<file path="src/rtl/core_drain.sv">
// core_drain: result drain for the dot-product core.
// Snapshots the full N_GROUP x N_UNIT accumulator bus on a capture pulse and
// streams it out one group row per beat over a valid/ready interface, so the
// core can start its next tile while the previous results are still draining.
// Optional feature macro: CORE_DRAIN_RELU_EN (clamps negative output words to 0
// on the output mux; the snapshot always keeps the raw values).
module core_drain #(
  parameter int N_GROUP = 4,
  parameter int N_UNIT  = 4,
  parameter int DW_ADD  = 32,
  localparam int DW_ROW      = DW_ADD * N_UNIT,
  localparam int DW_CORE_OUT = DW_ROW * N_GROUP,
  localparam int CW          = (N_GROUP > 1) ? $clog2(N_GROUP) : 1
) (
  input  logic                   clk,
  input  logic                   reset,
  input  logic                   capture,
  input  logic [DW_CORE_OUT-1:0] core_out,
  output logic                   capture_ready,
  output logic [DW_ROW-1:0]      out_data,
  output logic [CW-1:0]          out_row,
  output logic                   out_valid,
  output logic                   out_last,
  input  logic                   out_ready,
  output logic                   overrun
);

  typedef enum logic {
    S_IDLE  = 1'b0,
    S_DRAIN = 1'b1
  } state_t;

  localparam logic [CW-1:0] LAST_ROW = CW'(N_GROUP - 1);

  state_t                              state_q;
  logic [CW-1:0]                       cnt_q;
  logic [N_GROUP-1:0][DW_ROW-1:0]      snap_q;
  logic                                overrun_q;

  logic handshake;
  logic accept;
  logic [DW_ROW-1:0] row_sel;

  // Handshake, back-to-back capture window and capture acceptance.
  always_comb begin
    out_valid     = (state_q == S_DRAIN);
    out_last      = out_valid && (cnt_q == LAST_ROW);
    out_row       = cnt_q;
    handshake     = out_valid && out_ready;
    capture_ready = (state_q == S_IDLE) || (handshake && out_last);
    accept        = capture && capture_ready;
  end

  // Output mux: select the current snapshot row, optionally clamping negatives.
  always_comb begin
    // NOTE: every output of a combinational block gets a default assignment
    // first, so no path leaves it unassigned and no latch is inferred.
    row_sel = snap_q[cnt_q];
`ifdef CORE_DRAIN_RELU_EN
    for (int u = 0; u < N_UNIT; u++) begin
      if (row_sel[(u+1)*DW_ADD-1]) begin
        row_sel[u*DW_ADD +: DW_ADD] = '0;
      end
    end
`endif
    out_data = row_sel;
  end

  // FSM: IDLE/DRAIN sequencing, row counter, snapshot capture and sticky overrun.
  always_ff @(posedge clk) begin
    // NOTE: state registers use non-blocking assignments so every flop samples
    // the pre-edge values regardless of statement order.
    if (reset) begin
      state_q   <= S_IDLE;
      cnt_q     <= '0;
      // NOTE: the snapshot is wide storage but is still cleared on reset so
      // out_data reads as zero straight out of reset.
      snap_q    <= '0;
      overrun_q <= 1'b0;
    end else begin
      if (capture && !capture_ready) begin
        overrun_q <= 1'b1;
      end
      if (accept) begin
        snap_q  <= core_out;
        cnt_q   <= '0;
        state_q <= S_DRAIN;
      end else if (handshake) begin
        if (out_last) begin
          state_q <= S_IDLE;
          cnt_q   <= '0;
        end else begin
          cnt_q <= cnt_q + CW'(1);
        end
      end
    end
  end

  assign overrun = overrun_q;

endmodule

</file>
<file path="config.mk">
export PLATFORM = sky130hd
export DESIGN_NAME = core_drain
export DESIGN_NICKNAME = d
export VERILOG_FILES = /design/src/rtl/core_drain.sv
export SDC_FILE = /design/constraint.sdc
export NUM_CORES = 1
export LEC_CHECK = 0
export ABC_CLOCK_PERIOD_IN_PS = 1600
export CORE_AREA = 4 4 251 253
export CTS_CLUSTER_DIAMETER = 150
export DETAILED_ROUTE_END_ITERATION = 10
export DIE_AREA = 0 0 255 257
export GPL_ROUTABILITY_DRIVEN = 0
export PLACE_DENSITY = 0.69
export SLEW_MARGIN = 25
export SYNTH_ARGS = -nofsm -noshare
export SYNTH_HDL_FRONTEND = slang
export SYNTH_SLANG_ARGS = --single-unit
</file>
<file path="constraint.sdc">
create_clock -name clk -period 1.6 [get_ports clk]
set_input_delay 0.32 -clock clk [delete_from_list [all_inputs] [get_ports clk]]
set_output_delay 0.32 -clock clk [all_outputs]
set_load 0.02 [all_outputs]
</file>
* Word level (Yosys, flattened, before mapping)
Cells that the tools add are included.
Widths: inputs -> output; s select.
** Cells by class
- Bitwise gates (word level) :: 1
- Add/subtract/negate cells :: 1
- Equality and inequality tests :: 1
- Muxes and demuxes :: 6
- Reductions and logical operators :: 11
- Magnitude comparators :: 1
** Operators with widths (number)
- $bmux 128 s2 :: 1
- $mux 128 :: 1
- $logic_and 1x1->1 :: 5
- $reduce_bool 2->1 :: 2
- $lt 2x3->1 const B :: 1
- $mux 1 :: 3
- $add 2x1->2 const B :: 1
- $eq 2x2->1 const B :: 1
- $mux 2 :: 1
- $reduce_and 2->1 :: 1
- $reduce_or 2->1 :: 1
- $logic_not 1->1 :: 1
- $logic_or 1x1->1 :: 1
- $not 1->1 :: 1
** Word-level totals
- Output and inout port bits :: 134
- Bits of input ports :: 516
- Word-level logic and storage cells :: 28
- Register bits after elaboration :: 516

* Depth between registers and ports, before layout
Gate-level depths: netlist of run 1.
- Word-level depth :: 7
- Depth in mapped cells :: 7
- Mapped depth without buffers :: 4

* Worst setup path after synthesis of run 1
No wires, ideal clock.
- Path kind :: reg-to-output
- From :: register cnt_q[0] (netlist: out_row[0])
- To :: output port out_data[41]
- Slack :: -0.386 ns
- Data required time :: 1.280 ns
- Stages on the path, launching flop included :: 5
- Data arrival time :: 1.666 ns
- Path buffers :: 3
- Path through :: dfxtp_1 clkbuf_2 buf_4 buf_2 mux4_2
** Between the ends
- Word-level cells in the longest chain between the ends :: 2
** Ends and longest elaborated chain
- start: declaration :: line 36 : logic [CW-1:0] cnt_q;
- start signal: assignment :: line 93 : cnt_q <= cnt_q + CW'(1);
- $bmux 128 s2 :: line 58 : row_sel = snap_q[cnt_q];
- $mux 128 (implied by the code) :: line 58
- end: declaration :: line 20 : output logic [DW_ROW-1:0] out_data,
No other way between the ends. The select of a mux whose other input is x is not followed.

* Worst setup path in the final report of run 1
- From :: register cnt_q[0] (netlist: out_row[0])
- To :: register snap_q[163] (netlist name)
** Between the ends
- Word-level cells in the longest chain between the ends :: 5
** Ends and longest elaborated chain
- $eq 2x2->1 :: line 47 : out_last = out_valid && (cnt_q == LAST_ROW);
- $logic_and 1x1->1 :: line 47
- $logic_and 1x1->1 :: line 50 : capture_ready = (state_q == S_IDLE) || (handshake && out_last);
- $logic_or 1x1->1 :: line 50
- $logic_and 1x1->1 :: line 51 : accept = capture && capture_ready;
- end signal: assignment :: line 85 : snap_q <= core_out;
- end: declaration :: line 37 : logic [N_GROUP-1:0][DW_ROW-1:0] snap_q;
No other way between the ends.
A chain may end at the register's enable or synchronous reset.

==> summary by stage, run 1 <==
Yosys
The post-synthesis cell type count is 23. The number of nets in the synthesized netlist is 3025. The sequential area share after synthesis is 43.7%.

In the post-synthesis netlist, the biggest area contributors are sky130_fd_sc_hd__dfxtp_1 (44%), sky130_fd_sc_hd__nand3b_1 (16%), sky130_fd_sc_hd__mux4_2 (12%). The post-synthesis instance total is 2508. The mapped netlist covers 23600 um2. The Yosys step of the flow raised 0 warnings. A synthesized cell averages 9.42 um2. The synthesized design spends more area on one cell type than any other, namely sky130_fd_sc_hd__dfxtp_1.

The number of storage elements in the synthesis netlist is 516. The proportion of netlist area held by the largest area contributor is 43.7%.

Power
The part of the total power dissipated in sequential elements is 40.8%. The combinational fraction of design power is 20.3%. Cell internal power was estimated by the tool at 25.4 mW. The worst-case IR drop observed on VDD is 0.805 mV. Dividing total power by cell area gives a power density of 939 nW/um2. The fraction of power consumed by the clock network is 38.9%. For this design the total switching power over the nets is 8.90 mW.

For this design the static power due to leakage is 12.9 nW. Net switching is 25.9% of the power. The sum of internal, switching and leakage power is 34.3 mW.

STA
Counting I/O delays and the setup requirement, the final critical path takes 2.47 ns. Across all hold checks on the routed design, the worst slack comes to 0.0675 ns. Setup repair after global routing could not meet its margin everywhere.

The transition time at the pin with the least slew margin is 0.413 ns. Static timing analysis puts the maximum clock frequency at 405 MHz. The count of final max-slew check failures is 0. The minimum setup slack in the final design is -0.867 ns. For the final database, setup skew stands at 0.0163 ns. In the final timing run, aggregate negative setup slack is -440.02 ns. The final worst-path cycle share is 154%. The worst pin sits at a relative slew slack of 72.5%. The number of hold-slack violations in the final timing report is 0. The number of endpoints failing setup at the final stage is 650.

Placement
The number of input and output port buffers inserted is 649. The post-DP HPWL is 62500 um.

Global route
The global-route wire length before repair is 138000 um. For this run the aggregate overflow at the end of global routing stands at 0. The number of global-route vias before repair is 22900. Across every metal layer, demand over resource in global routing totals 26.6%. The number of antenna violations at the first check in global routing came to 49. The largest net degree at the start of global routing is 108.

Worst setup path
STA classifies the critical path endpoint as a flip-flop. The critical setup path kind is reg -> reg. The launching element type of the critical path is a flip-flop. Along the worst path, the maximum fanout reaches 9. The arrival time of data at the critical path endpoint is 2.93 ns. STA puts the critical path data required time at 2.06 ns.

Floorplanning
650 I/O pins were placed. The effective utilization at floorplan is 38.7%. The floorplan core area is 61000 um2.

Measured along the x axis, the die boundary spans 255 um. The die covers 65500 um2. The floorplan has 91 rows. The die span in y is 257 um.

Cells and area
From synthesis to final layout, the design area changed by 54.7%. After the last flow step, the layout net total stands at 3713. Of the cells placed in the final design, the portion with a size suffix greater than 1 is 20.4%.

CTS
The number of buffers between clock root and the deepest sink is 3. The number of buffers created by CTS is 56. The worst-skew pair later-pin latency is 0.60 ns. The clock tree root driver cell is sky130_fd_sc_hd__clkbuf_16. Clock-pin slew was measured on the worst setup and hold paths at 0.07 ns. The CTS tree is built. The clock drives 516 sinks. The CTS H-tree depth is 2.

Drt
For this block, the routed nets add up to 98400 um of wire. The average detailed-routed wire length per instance is 24.2 um. The number of vias per cell is 5.91. The number of DRC violations after detailed routing is 0. After the first detailed-routing iteration, the DRC count stood at 1970. The number of vias in the routed layout is 24000.

Before antenna repair, the detailed router went through 6 iterations. In this run the remaining antenna-violating nets after routing total 0.

Outcome
The run finished, with violations left. The final reports fail on setup timing.

Worst hold path
The path class of the tightest hold or removal check is in -> reg.

Flow run
The number of maximum-capacitance constraint violations is 0.
==> synth_stat cells <==
master,instances
sky130_fd_sc_hd__or3b_2,1
sky130_fd_sc_hd__a311oi_1,1
sky130_fd_sc_hd__nand3_1,1
sky130_fd_sc_hd__a21oi_1,515
sky130_fd_sc_hd__clkbuf_1,148
sky130_fd_sc_hd__and2_1,1
sky130_fd_sc_hd__o21ai_1,54
sky130_fd_sc_hd__a221oi_1,1
sky130_fd_sc_hd__buf_4,8
sky130_fd_sc_hd__buf_1,56
sky130_fd_sc_hd__dfxtp_1,516
sky130_fd_sc_hd__inv_2,1
sky130_fd_sc_hd__buf_2,99
sky130_fd_sc_hd__ha_1,1
sky130_fd_sc_hd__mux4_2,128
sky130_fd_sc_hd__inv_1,1
sky130_fd_sc_hd__clkbuf_2,1
sky130_fd_sc_hd__nand3b_1,512
sky130_fd_sc_hd__a21boi_4,1
sky130_fd_sc_hd__o21ai_0,458
sky130_fd_sc_hd__nand2_1,2
sky130_fd_sc_hd__nand2b_1,1
sky130_fd_sc_hd__nor2_1,1
==> final timing paths <==
check,from,endpoint,slack [ns],cells after the start
hold reg to reg,snap_q[30],snap_q[30],0.47,2
hold / removal,reset,snap_q[280],0.07,2
setup reg to reg,out_row[0],snap_q[163],-0.87,13
setup / recovery,out_row[0],snap_q[163],-0.87,13
==> cell usage in the layout, fill, tap and decap left out, drive strengths merged <==
cell type and count:
nand3b 512, nand3 1, bufinv 5, clkinvlp 3
bufbuf 4, or3b 1, a311oi 1, inv 2
mux4 128, o21ai 512, dfxtp 516, nand2b 1
nor2 1, clkinv 11, diode 31, clkdlybuf4s50 515
buf 391, and2 1, nand2 2, clkbuf 114
a21boi 1, a21oi 515, a221oi 1, ha 1
==> metal layers <==
layer	global-route usage, %	share of wire (%)
met5	0	0.21
met4	11.6	4.6
met3	7.56	8.9
met2	43.2	47
met1	33.1	39
==> stage by stage <==
step / instances / utilization (%) / instance area [um2] / setup slack (ns)
floorplan: 2508 / - / 23800 / -0.100
global placement: 3778 / 51.8 / 31600 / -0.648
detailed placement: 3778 / 51.8 / 31600 / -0.704
CTS: 3967 / 57.3 / 35000 / -0.936
global route: 4052 / 59.8 / 36500 / -0.936
finish: 4060 / 59.9 / 36500 / -0.867
==> repair_timing <==
| item | CTS | global route |
|---|---|---|
| pin swaps | 22 | 81 |
| gates resized for setup | 748 | 190 |
| setup buffers | 58 | 26 |
| gates cloned | 30 | 39 |
| hold buffers | 0 | 0 |
| endpoints found under the setup margin | 650 | 650 |
==> state kept, by name, indices dropped and copies added (netlist names) <==
register	cells
out_valid	1
snap_q	512
out_row	2
overrun	1
==> cell families after synthesis <==
| kind of cell | synth area share [%] |
|---|---|
| adder cells (fa/ha/maj) | 0.0530 |
| AO/OA/AOI/OAI | 21.9 |
| multiplexers | 12.2 |
| buffers and inverters | 5.65 |
| AND/OR/NAND/NOR | 16.4 |
| flip-flops | 43.7 |
==> worst max-delay path: stages (launching register included) <==
cell and delay [ns]:
sky130_fd_sc_hd__dfxtp_4 0.37, sky130_fd_sc_hd__buf_12 0.14, sky130_fd_sc_hd__buf_8 0.14, sky130_fd_sc_hd__buf_12 0.15
sky130_fd_sc_hd__buf_4 0.14, sky130_fd_sc_hd__ha_4 0.17, sky130_fd_sc_hd__a21boi_4 0.15, sky130_fd_sc_hd__buf_6 0.15
sky130_fd_sc_hd__buf_12 0.15, sky130_fd_sc_hd__buf_16 0.17, sky130_fd_sc_hd__buf_8 0.12, sky130_fd_sc_hd__bufbuf_16 0.25
sky130_fd_sc_hd__nand3b_1 0.13, sky130_fd_sc_hd__a21oi_1 0.09
==> area by class of cell <==
type / instances / area, um2
fillers: 5025 / 24500
multi-input cells: 1678 / 12000
repair buffers: 942 / 11200
flip-flops and latches: 516 / 10300
clock buffers: 82 / 1640
well taps: 790 / 988
clock inverters: 19 / 231
diodes: 31 / 77.6
inverters: 2 / 15.0
==> power by group through the flow <==
stage / Sequential [mW] / Clock, mW / Combinational [mW]
after global routing: 14.1 / 14.0 / 7.37
final: 14.0 / 13.3 / 6.97
after global placement: 14.2 / 0 / 5.53
after CTS: 14.0 / 13.5 / 6.30
after floorplan: 14.1 / 0 / 2.91
after detailed placement: 14.2 / 0 / 5.62
(Power assumes the default switching activity.)
==> run 2: changes to the inputs <==
- REMOVE_ABC_BUFFERS: unset -> 1
==> run 2 against run 1 <==
The flow still finishes with violations (setup timing). Critical path type is now reg -> out. Core utilization up 1.8 points. Global-route usage down 1.8 points. Register-to-register slack gained 0.14 ns. Worst hold slack improved by 0.16 ns. Sequential share of layout area is 0.81 points lower. Highest routed layer unchanged. First-iteration DRC count up 26%. Clock power down 4%. Via count increased by 0.14%. Sequential power about the same. Design area up 2.9%.
==> summary by stage, run 2 (same netlist as run 1, synthesis figures left out) <==
Outcome
The run finished, with violations left. The final reports fail on setup timing.

Power
The reported leakage power came to 13.2 nW (+2.7%). The largest voltage drop on the vdd net is 0.712 mV (-12%). The fraction of power consumed by the clock network is 37.4% (-1.5 points). The switching power of the nets is 8.93 mW (+0.25%). The combinational fraction of design power is 21.5% (+1.2 points). The sum of internal, switching and leakage power came to 34.1 mW (-0.57%). The part of the total power dissipated in sequential elements is 41.1% (+0.3 points). The share of total power consumed by net switching is 26.2% (+0.22 points). The internal power summed over all cells is 25.2 mW (-0.86%). The areal power density over the cells is 907 nW/um2 (-3.4%).

Placement
The post-DP HPWL is 57500 um (-8.0%). The total instance count after detailed placement is 3761 (-0.45%). The number of input and output port buffers inserted is 649 (unchanged).

STA
The worst clock skew is 0.0149 ns (-0.00140 ns). Setup repair after global routing could not meet its margin everywhere. The worst slew margin relative to its limit is 68.5% (-4.0 points). The minimum setup slack in the final design is -0.853 ns (+0.0138 ns). The transition time at the pin with the least slew margin was 0.472 ns (+0.0597 ns). The post-layout minimum cycle time is 2.45 ns (-0.0138 ns). The final worst-path cycle share is 153% (-0.86 points). The number of endpoints failing setup at the final stage is 648 (-0.31%). The count of final max-slew check failures is 0 (unchanged). The sum of negative setup slack was -400.99 ns (+39.03 ns). The highest clock frequency the design can meet is 408 MHz (+0.56%). The worst hold margin came to 0.229 ns (+0.161 ns). The number of hold-slack violations in the final timing report is 0 (unchanged).

CTS
The number of buffers between clock root and the deepest sink is 3 (unchanged). The CTS H-tree depth was 2 (unchanged). The clock-pin slew on the worst setup and hold paths came to 0.06 ns (about the same). The worst-skew pair later-pin latency is 0.59 ns (about the same). TritonCTS built the clock tree. The number of sinks driven by the clock tree is 516 (unchanged). The number of buffers created by CTS was 56 (unchanged). The clock tree root driver cell is sky130_fd_sc_hd__clkbuf_16.

Cells and area
Ranked by flip-flop count, first place goes to snap_q. The filler-free cell count of the finished design came to 4076 (+0.39%). The top cell types in the final layout, fill and taps aside, are sky130_fd_sc_hd__clkdlybuf4s50_1 (514), sky130_fd_sc_hd__dfxtp_1 (514), sky130_fd_sc_hd__nand3b_1 (512), sky130_fd_sc_hd__a21oi_1 (483), sky130_fd_sc_hd__o21ai_0 (409). The flip-flop count of the largest register after layout was 512 (unchanged).

The area growth from synthesis to final layout is 59.2%. The total number of nets in the final design is 3739 (+0.70%). The share of cells above drive strength 1 is 22.5% (+2.0 points).

Worst setup path
The required time at the endpoint of the critical path is 1.28 ns (-0.78 ns). The maximum fanout count along the critical path is 5 (-4). The critical path goes through buf_12, buf_12, buf_12, buf_8, mux4_2, buf_6.

The highest-delay cell along the critical path is sky130_fd_sc_hd__mux4_2. STA classifies the critical path startpoint as a flip-flop. The maximum single-stage delay on the critical path came to 0.51 ns (+0.14 ns). The worst setup path is captured at a primary output. The cell type with the highest occurrence count on the critical path is sky130_fd_sc_hd__buf_12. The critical setup path kind is reg -> out.

The arrival time of data at the critical path endpoint is 2.13 ns (-0.80 ns).

Global route
The overflow left after global routing came to 0 (unchanged). The global-route wire length before repair is 130000 um (-5.7%). The largest net degree at the start of global routing came to 88 (-19%). The number of antenna violations at the first check in global routing is 31 (-37%). The combined global-route utilization of all metal layers was 24.9% (-1.8 points). The number of global-route vias before repair came to 22600 (-1.5%).

Drt
The number of DRC violations after detailed routing was 0 (unchanged). The number of vias per cell was 5.90 (-0.25%). The number of vias in the routed layout came to 24000 (+0.14%). The detailed-route wire length is 96900 um (-1.5%). The number of nets still failing antenna checks after routing is 0 (unchanged). The average detailed-routed wire length per instance was 23.8 um (-1.9%). The DRC violation total after the first TritonRoute iteration is 2473 (+26%). The number of optimization iterations in the first detailed-route pass was 6 (unchanged).

Flow run
The number of maximum-capacitance constraint violations came to 0 (unchanged).

Floorplanning
The die span in y is 257 um (unchanged). The floorplan core area is 61000 um2 (unchanged). The effective utilization at floorplan came to 38.7% (unchanged). The die span in x came to 255 um (unchanged). The die outline area was 65500 um2 (unchanged). The row count is 91 (unchanged). The number of primary I/O pins is 650 (unchanged).

Worst hold path
The tightest min-delay check is of the in -> reg type.
run 2: area by class of cell:
type / count / area, um2
sequential: 516 / 10300
tap: 790 / 988
timing repair buffer: 968 / 12200
fill: 4793 / 23400
multi-input combinational: 1678 / 12200
antenna: 26 / 65.1
clock buffer: 81 / 1650
clock inverter: 15 / 138
inverter: 2 / 15.0
run 2: timing repair:
item / 4_1_cts / 5_1_grt
pin swaps: 4 / 88
setup endpoints to repair: 649 / 648
hold endpoints to repair: 2 / 0
resized for setup: 626 / 445
gates cloned: 24 / 81
buffers inserted: 45 / 55
hold buffers: 1 / 0
run 2: worst max-delay path, delay by kind of cell, from the launching register on:
kind	cells	cell delay (ns)
buffers and inverters	5	0.65
muxes	1	0.51
DFF	1	0.39
run 2: final timing paths:
check                                  from            to  slack [ns]  cells after the start
worst max-delay path             out_row[0]  out_data[84]       -0.85                      6
worst min register to register  snap_q[289]   snap_q[289]        0.45                      2
worst min-delay path                capture   snap_q[302]        0.23                      4
worst max register to register   out_row[0]    snap_q[14]       -0.73                     12
run 2: through the flow:
step | setup WS (ns) | instance area [um2] | utilization, %
2_1_floorplan | -12.57 | 22300 | -
3_3_place_gp | -0.570 | 31400 | 51.5
3_5_place_dp | -0.588 | 31400 | 51.5
4_1_cts | -0.985 | 34300 | 56.3
5_1_grt | -0.913 | 37600 | 61.6
6_report | -0.853 | 37600 | 61.6
run 2: power groups by stage:
stage          Clock [mW]  Sequential, mW  Combinational, mW
6_report             12.8            14.0               7.34
5_1_grt              13.4            14.1               7.72
4_1_cts              12.9            14.0               5.99
3_5_place_dp            0            14.2               5.58
3_3_place_gp            0            14.2               5.47
2_1_floorplan           0            14.2               2.47
run 2: routing by layer:
metal / part of all wire, % / wire length (um) / up-vias / global-route usage, %
met5: 0.070 / 68 / - / 0
met4: 4.5 / 4390 / 10 / 10.4
met2: 49 / 47200 / 1230 / 41.8
met3: 8.3 / 8060 / 259 / 5.83
met1: 38 / 37200 / 11800 / 30.7
li1: - / - / 10800 / -
